--- config.mk ---
export PLATFORM = sky130hd
export DESIGN_NAME = elevator_scan
export DESIGN_NICKNAME = d
export VERILOG_FILES = /design/src/rtl/elevator_pkg.sv /design/src/rtl/door_sequencer.sv /design/src/rtl/elevator_scan.sv
export SDC_FILE = /design/constraint.sdc
export NUM_CORES = 1
export LEC_CHECK = 0
export BUFFER_PORTS_ARGS = -buffer_cell sky130_fd_sc_hd__buf_4
export CORE_MARGIN = 2
export CORE_UTILIZATION = 56
export CTS_BUF_LIST = sky130_fd_sc_hd__clkbuf_4 sky130_fd_sc_hd__clkbuf_8 sky130_fd_sc_hd__clkbuf_16
export DETAILED_ROUTE_END_ITERATION = 16
export PLACE_DENSITY = 0.85
export SYNTH_ARGS = -nofsm -noshare
export SYNTH_HDL_FRONTEND = slang
export SYNTH_SLANG_ARGS = --single-unit
--- constraint.sdc ---
create_clock -name clk -period 3.25 [get_ports clk]
set_input_delay 0.4875 -clock clk [delete_from_list [all_inputs] [get_ports clk]]
set_output_delay 0.4875 -clock clk [all_outputs]
set_load 0.01 [all_outputs]
--- src/rtl/elevator_pkg.sv ---
// rtl/elevator_pkg.sv - shared types and pending-bitmap search helpers for elevator_scan
package elevator_pkg;

  // Helpers take the bitmap zero-extended to this width, so NUM_FLOORS must not exceed it.
  localparam int MAX_FLOORS = 64;

  typedef enum logic [1:0] {IDLE, MOVE, DOOR} state_e;
  typedef enum logic {UP, DOWN} dir_e;
  typedef enum logic [1:0] {CLOSED, OPENING, CLOSING} door_phase_e;

  function automatic logic any_above(input logic [MAX_FLOORS-1:0] pend, input int unsigned floor);
    logic [MAX_FLOORS-1:0] upto;
    upto = (MAX_FLOORS'(2) << floor) - MAX_FLOORS'(1);
    return |(pend & ~upto);
  endfunction

  function automatic logic any_below(input logic [MAX_FLOORS-1:0] pend, input int unsigned floor);
    logic [MAX_FLOORS-1:0] below;
    below = (MAX_FLOORS'(1) << floor) - MAX_FLOORS'(1);
    return |(pend & below);
  endfunction

  function automatic logic any_ahead(input logic [MAX_FLOORS-1:0] pend, input int unsigned floor,
                                     input dir_e dir);
    return (dir == UP) ? any_above(pend, floor) : any_below(pend, floor);
  endfunction

endpackage

--- src/rtl/door_sequencer.sv ---
// rtl/door_sequencer.sv - door open/close timer with emergency hold and reopen
module door_sequencer
  import elevator_pkg::*;
#(
  parameter int DOOR_OPEN_CYCLES  = 4,
  parameter int DOOR_CLOSE_CYCLES = 2
) (
  input  logic clk,
  input  logic reset,
  input  logic start,
  input  logic hold_open,
  input  logic reopen,
  output logic dooropen,
  output logic doorclose,
  output logic done
);

  localparam int MAX_CNT = (DOOR_OPEN_CYCLES > DOOR_CLOSE_CYCLES) ? DOOR_OPEN_CYCLES : DOOR_CLOSE_CYCLES;
  localparam int CNT_W = $clog2(MAX_CNT + 1);
  localparam logic [CNT_W-1:0] OPEN_LAST  = CNT_W'(DOOR_OPEN_CYCLES - 1);
  localparam logic [CNT_W-1:0] CLOSE_LAST = CNT_W'(DOOR_CLOSE_CYCLES - 1);

  door_phase_e phase_q, phase_d;
  logic [CNT_W-1:0] cnt_q, cnt_d;

  always_ff @(posedge clk) begin
    if (!reset) begin
      phase_q <= CLOSED;
      cnt_q   <= '0;
    end else begin
      phase_q <= phase_d;
      cnt_q   <= cnt_d;
    end
  end

  always_comb begin
    phase_d = phase_q;
    cnt_d   = cnt_q;
    done    = 1'b0;
    case (phase_q)
      CLOSED: begin
        if (start) begin
          phase_d = OPENING;
          cnt_d   = '0;
        end
      end
      OPENING: begin
        if (cnt_q == OPEN_LAST) begin
          phase_d = CLOSING;
          cnt_d   = '0;
        end else begin
          cnt_d = cnt_q + 1'b1;
        end
      end
      CLOSING: begin
        if (cnt_q == CLOSE_LAST) begin
          phase_d = CLOSED;
          cnt_d   = '0;
          done    = 1'b1;
        end else begin
          cnt_d = cnt_q + 1'b1;
        end
      end
      default: begin
        phase_d = CLOSED;
        cnt_d   = '0;
      end
    endcase
    // Reopen and emergency hold both restart a full open period.
    if ((reopen && phase_q == CLOSING) || hold_open) begin
      phase_d = OPENING;
      cnt_d   = '0;
      done    = 1'b0;
    end
  end

  assign dooropen  = (phase_q == OPENING);
  assign doorclose = !dooropen;

endmodule

--- src/rtl/elevator_scan.sv ---
// rtl/elevator_scan.sv - N-floor SCAN elevator controller with pending-request bitmap
module elevator_scan
  import elevator_pkg::*;
#(
  parameter int NUM_FLOORS        = 8,
  parameter int TRAVEL_CYCLES     = 3,
  parameter int DOOR_OPEN_CYCLES  = 4,
  parameter int DOOR_CLOSE_CYCLES = 2,
  localparam int FLOOR_W = $clog2(NUM_FLOORS)
) (
  input  logic                  clk,
  input  logic                  reset,
  input  logic                  req_valid,
  input  logic [FLOOR_W-1:0]    req_floor,
  output logic                  req_ready,
  input  logic                  emergency_stop,
  output logic [FLOOR_W-1:0]    current_floor,
  output logic                  moving_up,
  output logic                  moving_down,
  output logic                  dooropen,
  output logic                  doorclose,
  output logic                  idle,
  output logic [NUM_FLOORS-1:0] pending
);

  localparam int TRAVEL_W = $clog2(TRAVEL_CYCLES + 1);
  localparam logic [TRAVEL_W-1:0] TRAVEL_LAST = TRAVEL_W'(TRAVEL_CYCLES - 1);

  state_e                state_q, state_d;
  dir_e                  dir_q, dir_d;
  logic [FLOOR_W-1:0]    floor_q, floor_d;
  logic [NUM_FLOORS-1:0] pending_q, pending_d;
  logic [TRAVEL_W-1:0]   travel_q, travel_d;
  logic                  door_first_q, door_first_d;
  logic                  moving_up_q, moving_up_d;
  logic                  moving_down_q, moving_down_d;

  logic                  accept, in_range, reopen, door_done, hold_open;
  logic [FLOOR_W-1:0]    next_floor;
  logic [NUM_FLOORS-1:0] set_mask, clear_mask;
  logic [MAX_FLOORS-1:0] pend_wide;
  dir_e                  dir_flip;

  assign req_ready = !emergency_stop;
  assign accept    = req_valid && req_ready;
  assign in_range  = 32'(req_floor) < NUM_FLOORS;
  assign pend_wide = MAX_FLOORS'(pending_q);
  assign dir_flip  = (dir_q == UP) ? DOWN : UP;
  assign hold_open = emergency_stop && (state_q == DOOR);
  // Only a request landing in the close phase reopens; the sequencer ignores it otherwise.
  assign reopen    = (state_q == DOOR) && !door_first_q && accept && (req_floor == floor_q);

  door_sequencer #(
    .DOOR_OPEN_CYCLES (DOOR_OPEN_CYCLES),
    .DOOR_CLOSE_CYCLES(DOOR_CLOSE_CYCLES)
  ) u_door (
    .clk      (clk),
    .reset    (reset),
    .start    (door_first_q),
    .hold_open(hold_open),
    .reopen   (reopen),
    .dooropen (dooropen),
    .doorclose(doorclose),
    .done     (door_done)
  );

  always_ff @(posedge clk) begin
    if (!reset) begin
      state_q       <= IDLE;
      dir_q         <= UP;
      floor_q       <= '0;
      pending_q     <= '0;
      travel_q      <= '0;
      door_first_q  <= 1'b0;
      moving_up_q   <= 1'b0;
      moving_down_q <= 1'b0;
    end else begin
      state_q       <= state_d;
      dir_q         <= dir_d;
      floor_q       <= floor_d;
      pending_q     <= pending_d;
      travel_q      <= travel_d;
      door_first_q  <= door_first_d;
      moving_up_q   <= moving_up_d;
      moving_down_q <= moving_down_d;
    end
  end

  always_comb begin
    set_mask   = '0;
    clear_mask = '0;
    // Requests for the floor being served are absorbed for the whole stop.
    if (accept && in_range && !(state_q == DOOR && req_floor == floor_q))
      set_mask = NUM_FLOORS'(1) << req_floor;
    if (door_first_q)
      clear_mask = NUM_FLOORS'(1) << floor_q;
    pending_d = (pending_q | set_mask) & ~clear_mask;
  end

  always_comb begin
    state_d    = state_q;
    dir_d      = dir_q;
    floor_d    = floor_q;
    travel_d   = travel_q;
    next_floor = (dir_q == UP) ? floor_q + 1'b1 : floor_q - 1'b1;
    case (state_q)
      IDLE: begin
        if (!emergency_stop) begin
          if (pending_q[floor_q]) begin
            state_d = DOOR;
          end else if (any_above(pend_wide, 32'(floor_q))) begin
            state_d = MOVE;
            dir_d   = UP;
          end else if (any_below(pend_wide, 32'(floor_q))) begin
            state_d = MOVE;
            dir_d   = DOWN;
          end
        end
      end
      MOVE: begin
        if (!emergency_stop) begin
          if (travel_q == TRAVEL_LAST) begin
            travel_d = '0;
            floor_d  = next_floor;
            if (pending_q[next_floor])
              state_d = DOOR;
            else if (!any_ahead(pend_wide, 32'(next_floor), dir_q))
              state_d = IDLE;
          end else begin
            travel_d = travel_q + 1'b1;
          end
        end
      end
      DOOR: begin
        if (door_done) begin
          if (any_ahead(pend_wide, 32'(floor_q), dir_q)) begin
            state_d = MOVE;
          end else if (any_ahead(pend_wide, 32'(floor_q), dir_flip)) begin
            state_d = MOVE;
            dir_d   = dir_flip;
          end else begin
            state_d = IDLE;
          end
        end
      end
      default: state_d = IDLE;
    endcase
    door_first_d  = (state_d == DOOR) && (state_q != DOOR);
    // Motor drive is registered and drops on the arrival edge.
    moving_up_d   = (state_q == MOVE) && (state_d == MOVE) && (dir_q == UP) && !emergency_stop;
    moving_down_d = (state_q == MOVE) && (state_d == MOVE) && (dir_q == DOWN) && !emergency_stop;
  end

  assign current_floor = floor_q;
  assign moving_up     = moving_up_q;
  assign moving_down   = moving_down_q;
  assign idle          = (state_q == IDLE) && (pending_q == '0);
  assign pending       = pending_q;

endmodule

==> summary.md, run 1 <==
| Metric | Value |
|---|---|
| Bufs on Longest Clock Path | `2` |
| Synth area leader | `dfxtp_1` |
| Outcome | `finished, final reports clean` |
| Tot GR Track Use | `24.3%` |
| Min-delay worst type | `reg2reg` |
| Syn Area/Cell | `7.72 µm²` |
| Share of cells above drive strength 1 | `15.4%` |
| Area growth from synthesis to final layout | `11.6%` |
| Post-cts sizing count | `0` |
| Met3 Use GR | `3.41%` |
| Number of flops mapped to enable cells by yosys | `0` |
| CP Capture Type | `register` |
| CP Data Required Time | `3.44 ns` |
| # DRC | `0` |
| Multi-input logic area | `1550 µm²` |
| Die X | `66.2 µm` |
| Slew @ Worst Pin | `0.754 ns` |
| Initial antenna violation count | `0` |
| Worst Hold Depth | `2` |
| Sequential area share after synthesis | `22.1%` |
| Yosys warnings | `0` |
| Ports | `24` |
| Reg area | `480 µm²` |
| Reg2Reg Depth | `12` |
| Max Fclk | `341 MHz` |
| PwrDens | `281 nW/µm²` |
| Crit path max fanout | `24` |
| Diodes inserted | `0` |
| Async S/R FF share, synth | `0%` |
| Fin. Hold Viols | `0` |
| Synthesized area | `2170 µm²` |
| CP startpoint kind | `register` |
| Fin Setup TNS | `0 ns` |
| Tmin final | `2.93 ns` |
| Post-DP HPWL | `3.78 mm` |
| Placement Cell Area | `2380 µm²` |
| Routed wire per std cell | `14.4 µm` |
| Die Ht | `66.2 µm` |
| CTS hold repair buffers | `0` |
| TritonCTS clock tree | `built` |
| Slew Limit Fails | `0` |
| Post-CTS Setup Bufs | `0` |
| LEAKAGE | `0.950 nW` |
| Final WL | `4.98 mm` |
| Synth unique cells | `60` |
| RSZ-0062 raised after global routing | `no` |
| Initial DRC count | `252` |
| Filler Cells Inserted | `327` |
| Synth Net Count | `304` |
| Clk pin slew, worst setup/hold paths | `0.07 ns` |
| Met2 Use GR | `41.1%` |
| Via density | `6.07` |
| Normalized max-slew margin | `49.0%` |
| Initial Util | `58.8%` |
| Pin count of the biggest net entering global routing | `25` |
| Root buf cell | `clkbuf_8` |
| Maxcap violations | `0` |
| Primary FF master, synth | `dfxtp_1` |
| H-Tree Depth | `1` |
| Largest cells by area after synthesis | `dfxtp_1 22%, ha_1 8.7%, nand2_1 5.2%` |
| Most frequent cells in the layout | `30 x nand2_1, 30 x buf_4, 24 x dfxtp_1, 21 x o21ai_0, 21 x a21oi_1` |
| Syn Inst Count | `281` |
| TritonCTS buffer count | `3` |
| Final period util | `90.2%` |
| Layout net count | `323` |
| Worst vdd ir | `217 µV` |
| RD Place Congestion | `0.923` |
| Total vias in the final route | `2101` |
| Sink Count | `24` |
| Global-route met1 utilization | `31.6%` |
| Setup Viol. Count Final | `0` |
| Final instance area | `2420 µm²` |
| Clk Latency, worst-skew pair | `0.27 ns` |
| Critical path type | `reg2reg` |
| Die Area | `4390 µm²` |
| Core area | `3690 µm²` |
| Grt total ovfl | `0` |
| Rows | `22` |
| Top cell type's share of synthesized area | `22.1%` |
| Most used routing layer | `met2` |
| Final ANT Viol Nets | `0` |
| Synth Register Bits | `24` |
| I/O Buffers | `23` |
| Setup Skew | `0.00790 ns` |
| Initial DRT Pass Iterations | `4` |
| Global-route wire length before repair | `8.43 mm` |
| Vias in the first global route | `1921` |
| CP arrival | `3.13 ns` |
## cells by family after synthesis
family | after synthesis | synth area share, %
simple gates | 111 | 27.2
buf+inv | 32 | 6.23
mux | 9 | 5.36
flops | 24 | 22.1
compound gates | 79 | 24.0
xor+xnor | 9 | 5.07
fa+ha+maj | 17 | 10.0
## registers in the layout, summed over array words and instances, names as in the netlist
| register | count |
|---|---|
| pending | 8 |
| travel_q | 2 |
| door_first_q | 1 |
| u_door.cnt_q | 3 |
| u_door.phase_q | 2 |
| current_floor | 3 |
| dir_q | 1 |
| moving_down | 1 |
| moving_up | 1 |
| state_q | 2 |
## worst max-delay path, cell delays in order, from the launching register on
cell and delay (ns):
dfxtp_1 0.34, buf_4 0.22, ha_1 0.34, inv_1 0.06, ha_1 0.24, nand2_1 0.09, ha_1 0.23, or3b_1 0.39
a31oi_1 0.17, a21bo_2 0.24, a41oi_2 0.20, nand4b_1 0.15, a21oi_1 0.18
## report_power, final
group	leakage (nW)	internal, mW	switching (mW)
clock network	0.0216	0.0829	0.0888
registers	0.194	0.304	0.0139
logic	0.734	0.0875	0.104
## layer usage
| metal | up-vias | part of all wire, % |
|---|---|---|
| li1 | 1036 | - |
| met1 | 973 | 45 |
| met2 | 86 | 47 |
| met3 | 6 | 7.2 |
| met4 | 0 | 0.84 |
| met5 | - | 0 |
## final timing paths
check	start	endpoint	slack (ns)
min reg2reg	u_door.cnt_q[1]	u_door.cnt_q[1]	0.48
max	current_floor[1]	moving_up	0.32
max reg2reg	current_floor[1]	moving_up	0.32
min	u_door.cnt_q[1]	u_door.cnt_q[1]	0.48
## synth_stat cells, types with 4 or more instances
| library cell | n |
|---|---|
| nand2_1 | 30 |
| dfxtp_1 | 24 |
| a21oi_1 | 21 |
| o21ai_0 | 21 |
| nor2_1 | 19 |
| inv_1 | 16 |
| ha_1 | 15 |
| nand2b_1 | 13 |
| clkbuf_1 | 9 |
| nand3_1 | 8 |
| nor2b_1 | 8 |
| mux2i_1 | 6 |
| a21boi_0 | 5 |
| or3_1 | 5 |
| xnor2_1 | 5 |
| a31oi_1 | 4 |
| and2_1 | 4 |
| nor3b_1 | 4 |
| or2_2 | 4 |
## cell type report
| cell class | instances | share of cell area, % |
|---|---|---|
| multi-input cells | 225 | 64.2 |
| flip-flops and latches | 24 | 19.8 |
| repair buffers | 30 | 9.30 |
| inverters | 16 | 2.48 |
| well taps | 48 | 2.48 |
| clock buffers | 3 | 1.71 |
## per-stage QoR
step | instances | hold slack (ns) | utilization (%) | total power, mW | setup WS (ns)
floorplan | 281 | 0.449 | - | 0.456 | 0.449
global placement | 343 | 0.458 | 64.5 | 0.510 | 0.444
detailed placement | 343 | 0.470 | 64.5 | 0.512 | 0.353
finish | 346 | 0.480 | 65.6 | 0.681 | 0.317
CTS | 346 | 0.481 | 65.6 | 0.681 | 0.337
global route | 346 | 0.503 | 65.6 | 0.718 | 0.0841
Note: power is estimated with default switching activity, not from simulation.
==> run 2, diff against run 1 <==
--- a/config.mk
+++ b/config.mk
@@ -7,10 +7,10 @@
 export LEC_CHECK = 0
 export BUFFER_PORTS_ARGS = -buffer_cell sky130_fd_sc_hd__buf_4
 export CORE_MARGIN = 2
-export CORE_UTILIZATION = 56
+export CORE_UTILIZATION = 45
 export CTS_BUF_LIST = sky130_fd_sc_hd__clkbuf_4 sky130_fd_sc_hd__clkbuf_8 sky130_fd_sc_hd__clkbuf_16
 export DETAILED_ROUTE_END_ITERATION = 16
-export PLACE_DENSITY = 0.85
+export PLACE_DENSITY = 0.72
 export SYNTH_ARGS = -nofsm -noshare
 export SYNTH_HDL_FRONTEND = slang
 export SYNTH_SLANG_ARGS = --single-unit
==> summary.md, run 2 (same netlist as run 1, synthesis figures left out) <==
| Metric | Value |
|---|---|
| Global-route wire length before repair | `8.86 mm` |
| R2R Setup Slk | `0.36 ns` |
| Switching fraction of total power | `28.3%` |
| Bufs on Longest Clock Path | `2` |
| Pin count of the biggest net entering global routing | `24` |
| Die X | `73.4 µm` |
| Normalized max-slew margin | `54.1%` |
| Crit path max fanout | `7` |
| CP Data Required Time | `3.45 ns` |
| Via density | `5.80` |
| Rows | `25` |
| Most used routing layer | `met2` |
| Worst vdd ir | `151 µV` |
| Core area | `4690 µm²` |
| LEAKAGE | `0.958 nW` |
| CP arrival | `3.09 ns` |
| TritonCTS clock tree | `built` |
| Core occupancy in the finished layout | `52.2%` |
| Met3 Use GR | `2.47%` |
| TritonCTS buffer count | `3` |
| PwrDens | `316 nW/µm²` |
| Setup Skew | `0.0144 ns` |
| Sink Count | `24` |
| Final period util | `89.0%` |
| RSZ-0062 raised after global routing | `no` |
| Comb pwr share | `24.7%` |
| Clk Latency, worst-skew pair | `0.28 ns` |
| Maxcap violations | `0` |
| Diodes inserted | `0` |
| Final WL | `5.31 mm` |
| Fin. Hold Viols | `0` |
| Met2 Use GR | `35.0%` |
| Tot GR Track Use | `20.6%` |
| Tmin final | `2.89 ns` |
| Reg power frac | `41.0%` |
| H-Tree Depth | `1` |
| Critical path type | `reg2reg` |
| Worst Hold Depth | `2` |
| CP Capture Type | `register` |
| # DRC | `0` |
| Placement Cell Area | `2380 µm²` |
| Clk pin slew, worst setup/hold paths | `0.10 ns` |
| Max Fclk | `346 MHz` |
| Initial Util | `46.2%` |
| Ports | `24` |
| Die Ht | `73.4 µm` |
| RR Startpoint | `dir_q` |
| Post-cts sizing count | `0` |
| Layout net count | `322` |
| Most common library cell in the layout ignoring fill and taps | `nand2_1` |
| Initial DRC count | `178` |
| Vias in the first global route | `1924` |
| Fin Setup TNS | `0 ns` |
| Initial DRT Pass Iterations | `4` |
| CTS hold repair buffers | `0` |
| Filler Cells Inserted | `463` |
| Slew Limit Fails | `0` |
| Net Sw Power | `0.220 mW` |
| Die Area | `5390 µm²` |
| RD Place Congestion | `0.869` |
| Global-route met1 utilization | `27.8%` |
| Share of cells above drive strength 1 | `15.4%` |
| Post-DP HPWL | `3.91 mm` |
| Grt total ovfl | `0` |
| Final ANT Viol Nets | `0` |
| Routed wire per std cell | `15.1 µm` |
| CP startpoint kind | `register` |
| Internal Power | `0.556 mW` |
| Total vias in the final route | `2043` |
| Outcome | `finished, final reports clean` |
| I/O Buffers | `23` |
| Hold_sp | `u_door.cnt_q[1]` |
| Hold EP | `u_door.cnt_q[1]` |
| Final instance area | `2450 µm²` |
| Setup Viol. Count Final | `0` |
| Initial antenna violation count | `0` |
| Area growth from synthesis to final layout | `13.0%` |
| Clk pwr share | `34.3%` |
| Root buf cell | `clkbuf_8` |
| Reg2reg end | `moving_up` |
| Slew @ Worst Pin | `0.679 ns` |
| Min-delay worst type | `reg2reg` |
| Reg2Reg Depth | `10` |
| Post-CTS Setup Bufs | `0` |
| Most frequent cells in the layout | `30 x nand2_1, 29 x buf_4, 24 x dfxtp_1, 21 x o21ai_0, 21 x a21oi_1` |
| Largest register FFs | `8` |
## run 2: cell count changes in the layout (fill, tap and decap cells not counted)
cell	change
bufinv_16	+1
buf_4	-1
## run 2: metrics by stage
step                      instances  hold WS [ns]  power [mW]  setup WS (ns)
after floorplan                 281         0.449       0.456          0.449
after global placement          348         0.461       0.511          0.479
after detailed placement        348         0.477       0.513          0.391
after CTS                       352         0.491       0.780          0.367
after global routing            352         0.523       0.816          0.169
final                           352         0.487       0.775          0.356
## run 2: area by class of cell
type,count,area (µm²),share of cell area (%)
tap,54,67.6,2.76
multi-input combinational,225,1550,63.4
clock inverter,1,30.0,1.23
inverter,16,60.1,2.45
sequential,24,480,19.6
clock buffer,3,41.3,1.68
timing repair buffer,29,218,8.88
## run 2: power by group through the flow
stage	combinational, mW	sequential, mW	clock, mW
detailed placement	0.189	0.324	0
finish	0.192	0.318	0.266
global placement	0.187	0.324	0
global route	0.213	0.320	0.284
floorplan	0.136	0.320	0
CTS	0.190	0.317	0.272
## run 2: worst max-delay path by stage
stage	startpoint	endpoint	slack (ns)	cells past startpoint
after floorplan	current_floor[0]	dir_q	0.45	12
after global placement	dir_q	moving_down	0.48	10
after detailed placement	current_floor[0]	moving_up	0.39	10
after CTS	current_floor[0]	moving_up	0.37	10
after global routing	current_floor[0]	moving_up	0.17	10
final	dir_q	moving_up	0.36	10
## run 2: routing by layer
layer | wire (µm) | vias to the layer above
met5 | 0 | -
met4 | 37 | 0
met3 | 234 | 4
met2 | 2570 | 54
met1 | 2470 | 950
li1 | - | 1035
## run 2: worst max-delay path, stage by stage (launching register included)
cell	delay [ns]
dfxtp_1	0.38
fa_1	0.46
xnor3_2	0.33
nand2_1	0.11
ha_1	0.24
or3b_1	0.39
a31oi_1	0.16
a21bo_2	0.24
a41oi_2	0.21
nand4b_1	0.15
a21oi_1	0.16
==> run 3, diff against run 2 <==
--- a/config.mk
+++ b/config.mk
@@ -5,7 +5,7 @@
 export SDC_FILE = /design/constraint.sdc
 export NUM_CORES = 1
 export LEC_CHECK = 0
-export BUFFER_PORTS_ARGS = -buffer_cell sky130_fd_sc_hd__buf_4
+export BUFFER_PORTS_ARGS = -buffer_cell sky130_fd_sc_hd__buf_2
 export CORE_MARGIN = 2
 export CORE_UTILIZATION = 45
 export CTS_BUF_LIST = sky130_fd_sc_hd__clkbuf_4 sky130_fd_sc_hd__clkbuf_8 sky130_fd_sc_hd__clkbuf_16
==> summary.md, run 3 (same netlist as run 1, synthesis figures left out) <==
| Metric | Value |
|---|---|
| Fin Setup TNS | `0 ns` |
| Slew @ Worst Pin | `0.757 ns` |
| Buf/Inv on CP | `0` |
| Vias in the first global route | `1930` |
| Normalized max-slew margin | `48.8%` |
| Slew Limit Fails | `0` |
| Tmin final | `2.89 ns` |
| I/O Buffers | `23` |
| TritonCTS clock tree | `built` |
| Cells along the critical path | `fa_1 > xnor3_2 > nand2_1 > ha_1 > or3b_1 > a31oi_1 > a21bo_2 > a41oi_2 > nand4b_1 > a21oi_1` |
| Via density | `5.78` |
| RR Startpoint | `dir_q` |
| Core area | `4690 µm²` |
| Worst vdd ir | `131 µV` |
| Pin count of the biggest net entering global routing | `24` |
| PwrDens | `296 nW/µm²` |
| Die X | `73.4 µm` |
| Maxcap violations | `0` |
| CP arrival | `3.10 ns` |
| Tot GR Track Use | `20.6%` |
| Die Ht | `73.4 µm` |
| Most common library cell in the layout ignoring fill and taps | `nand2_1` |
| CP top delay family | `compound AO/OA/AOI/OAI gates` |
| LEAKAGE | `0.944 nW` |
| Setup Skew | `0.00536 ns` |
| Setup Viol. Count Final | `0` |
| RD Place Congestion | `0.859` |
| Total vias in the final route | `2035` |
| Initial Util | `46.2%` |
| Root buf cell | `clkbuf_8` |
| Layout net count | `322` |
| Crit. Startpoint | `dir_q` |
| Initial DRT Pass Iterations | `4` |
| Initial antenna violation count | `0` |
| Clk Latency, worst-skew pair | `0.27 ns` |
| Hold_sp | `u_door.cnt_q[1]` |
| Max Fclk | `345 MHz` |
| Setup ws final | `0.356 ns` |
| Final instance area | `2380 µm²` |
| Grt total ovfl | `0` |
| CTS hold repair buffers | `0` |
| CP max stage cell | `fa_1` |
| Diodes inserted | `0` |
| Global-route wire length before repair | `8.89 mm` |
| Critical path type | `reg2reg` |
| CP Data Required Time | `3.45 ns` |
| Final period util | `89.1%` |
| # DRC | `0` |
| Post-DP HPWL | `3.84 mm` |
| Post-CTS Setup Bufs | `0` |
| Placement Cell Area | `2320 µm²` |
| Core occupancy in the finished layout | `50.7%` |
| Worst slack, placed | `0.398 ns` |
| Area growth from synthesis to final layout | `9.57%` |
| Routed wire per std cell | `14.5 µm` |
| Ports | `24` |
| Clk pin slew, worst setup/hold paths | `0.08 ns` |
| Initial DRC count | `233` |
| Share of cells above drive strength 1 | `15.4%` |
| RSZ-0062 raised after global routing | `no` |
| Final ANT Viol Nets | `0` |
| CP Capture Type | `register` |
| Post-cts sizing count | `0` |
| Outcome | `finished, final reports clean` |
| Min-delay worst type | `reg2reg` |
| Die Area | `5390 µm²` |
| Most frequent cells in the layout | `30 x nand2_1, 24 x dfxtp_1, 23 x buf_2, 21 x o21ai_0, 21 x a21oi_1` |
| CP startpoint kind | `register` |
| Crit path max fanout | `7` |
| Final WL | `5.12 mm` |
| Crit path largest cell delay | `0.45 ns` |
| Fin. Hold Viols | `0` |
| Bufs on Longest Clock Path | `2` |
| Rows | `25` |
| H-Tree Depth | `1` |
| TritonCTS buffer count | `3` |
| Sink Count | `24` |
| Largest register FFs | `8` |
## run 3: per-stage QoR
| step | total power [mW] | hold WS (ns) | instances |
|---|---|---|---|
| floorplan | 0.456 | 0.449 | 281 |
| global placement | 0.502 | 0.460 | 348 |
| detailed placement | 0.502 | 0.467 | 348 |
| CTS | 0.710 | 0.478 | 352 |
| global route | 0.746 | 0.501 | 352 |
| finish | 0.704 | 0.483 | 352 |
## run 3: area by class of cell
class | instances | area [µm²]
well taps | 54 | 67.6
flip-flops and latches | 24 | 480
fillers | 457 | 2310
clock buffers | 4 | 55.1
repair buffers | 29 | 160
inverters | 16 | 60.1
multi-input cells | 225 | 1550
## run 3: report_power, final
group | internal (mW) | leakage [nW] | switching, mW
Sequential | 0.304 | 0.194 | 0.0140
Combinational | 0.0788 | 0.721 | 0.102
Clock | 0.108 | 0.0288 | 0.0977
Total | 0.491 | 0.944 | 0.213
## run 3: path summary, 6_finish.rpt
check	endpoint	slack [ns]	cells after the start
max	moving_up	0.36	10
min	u_door.cnt_q[1]	0.48	2
max reg2reg	moving_up	0.36	10
min reg2reg	u_door.cnt_q[1]	0.48	2
## run 3: metal layers
metal  GRT usage [%]  vias to the layer above  part of all wire [%]
met5               0                        -                     0
met2            32.8                       61                    45
met1            28.4                      928                    48
met4            7.27                        0                   2.3
met3            3.16                       11                   5.3
li1                -                     1035                     -
## run 3: worst min-delay path, delay by kind of cell (launching register included)
family	cells	cell delay, ns
compound gates	1	0.05
flops	1	0.33
simple gates	1	0.06
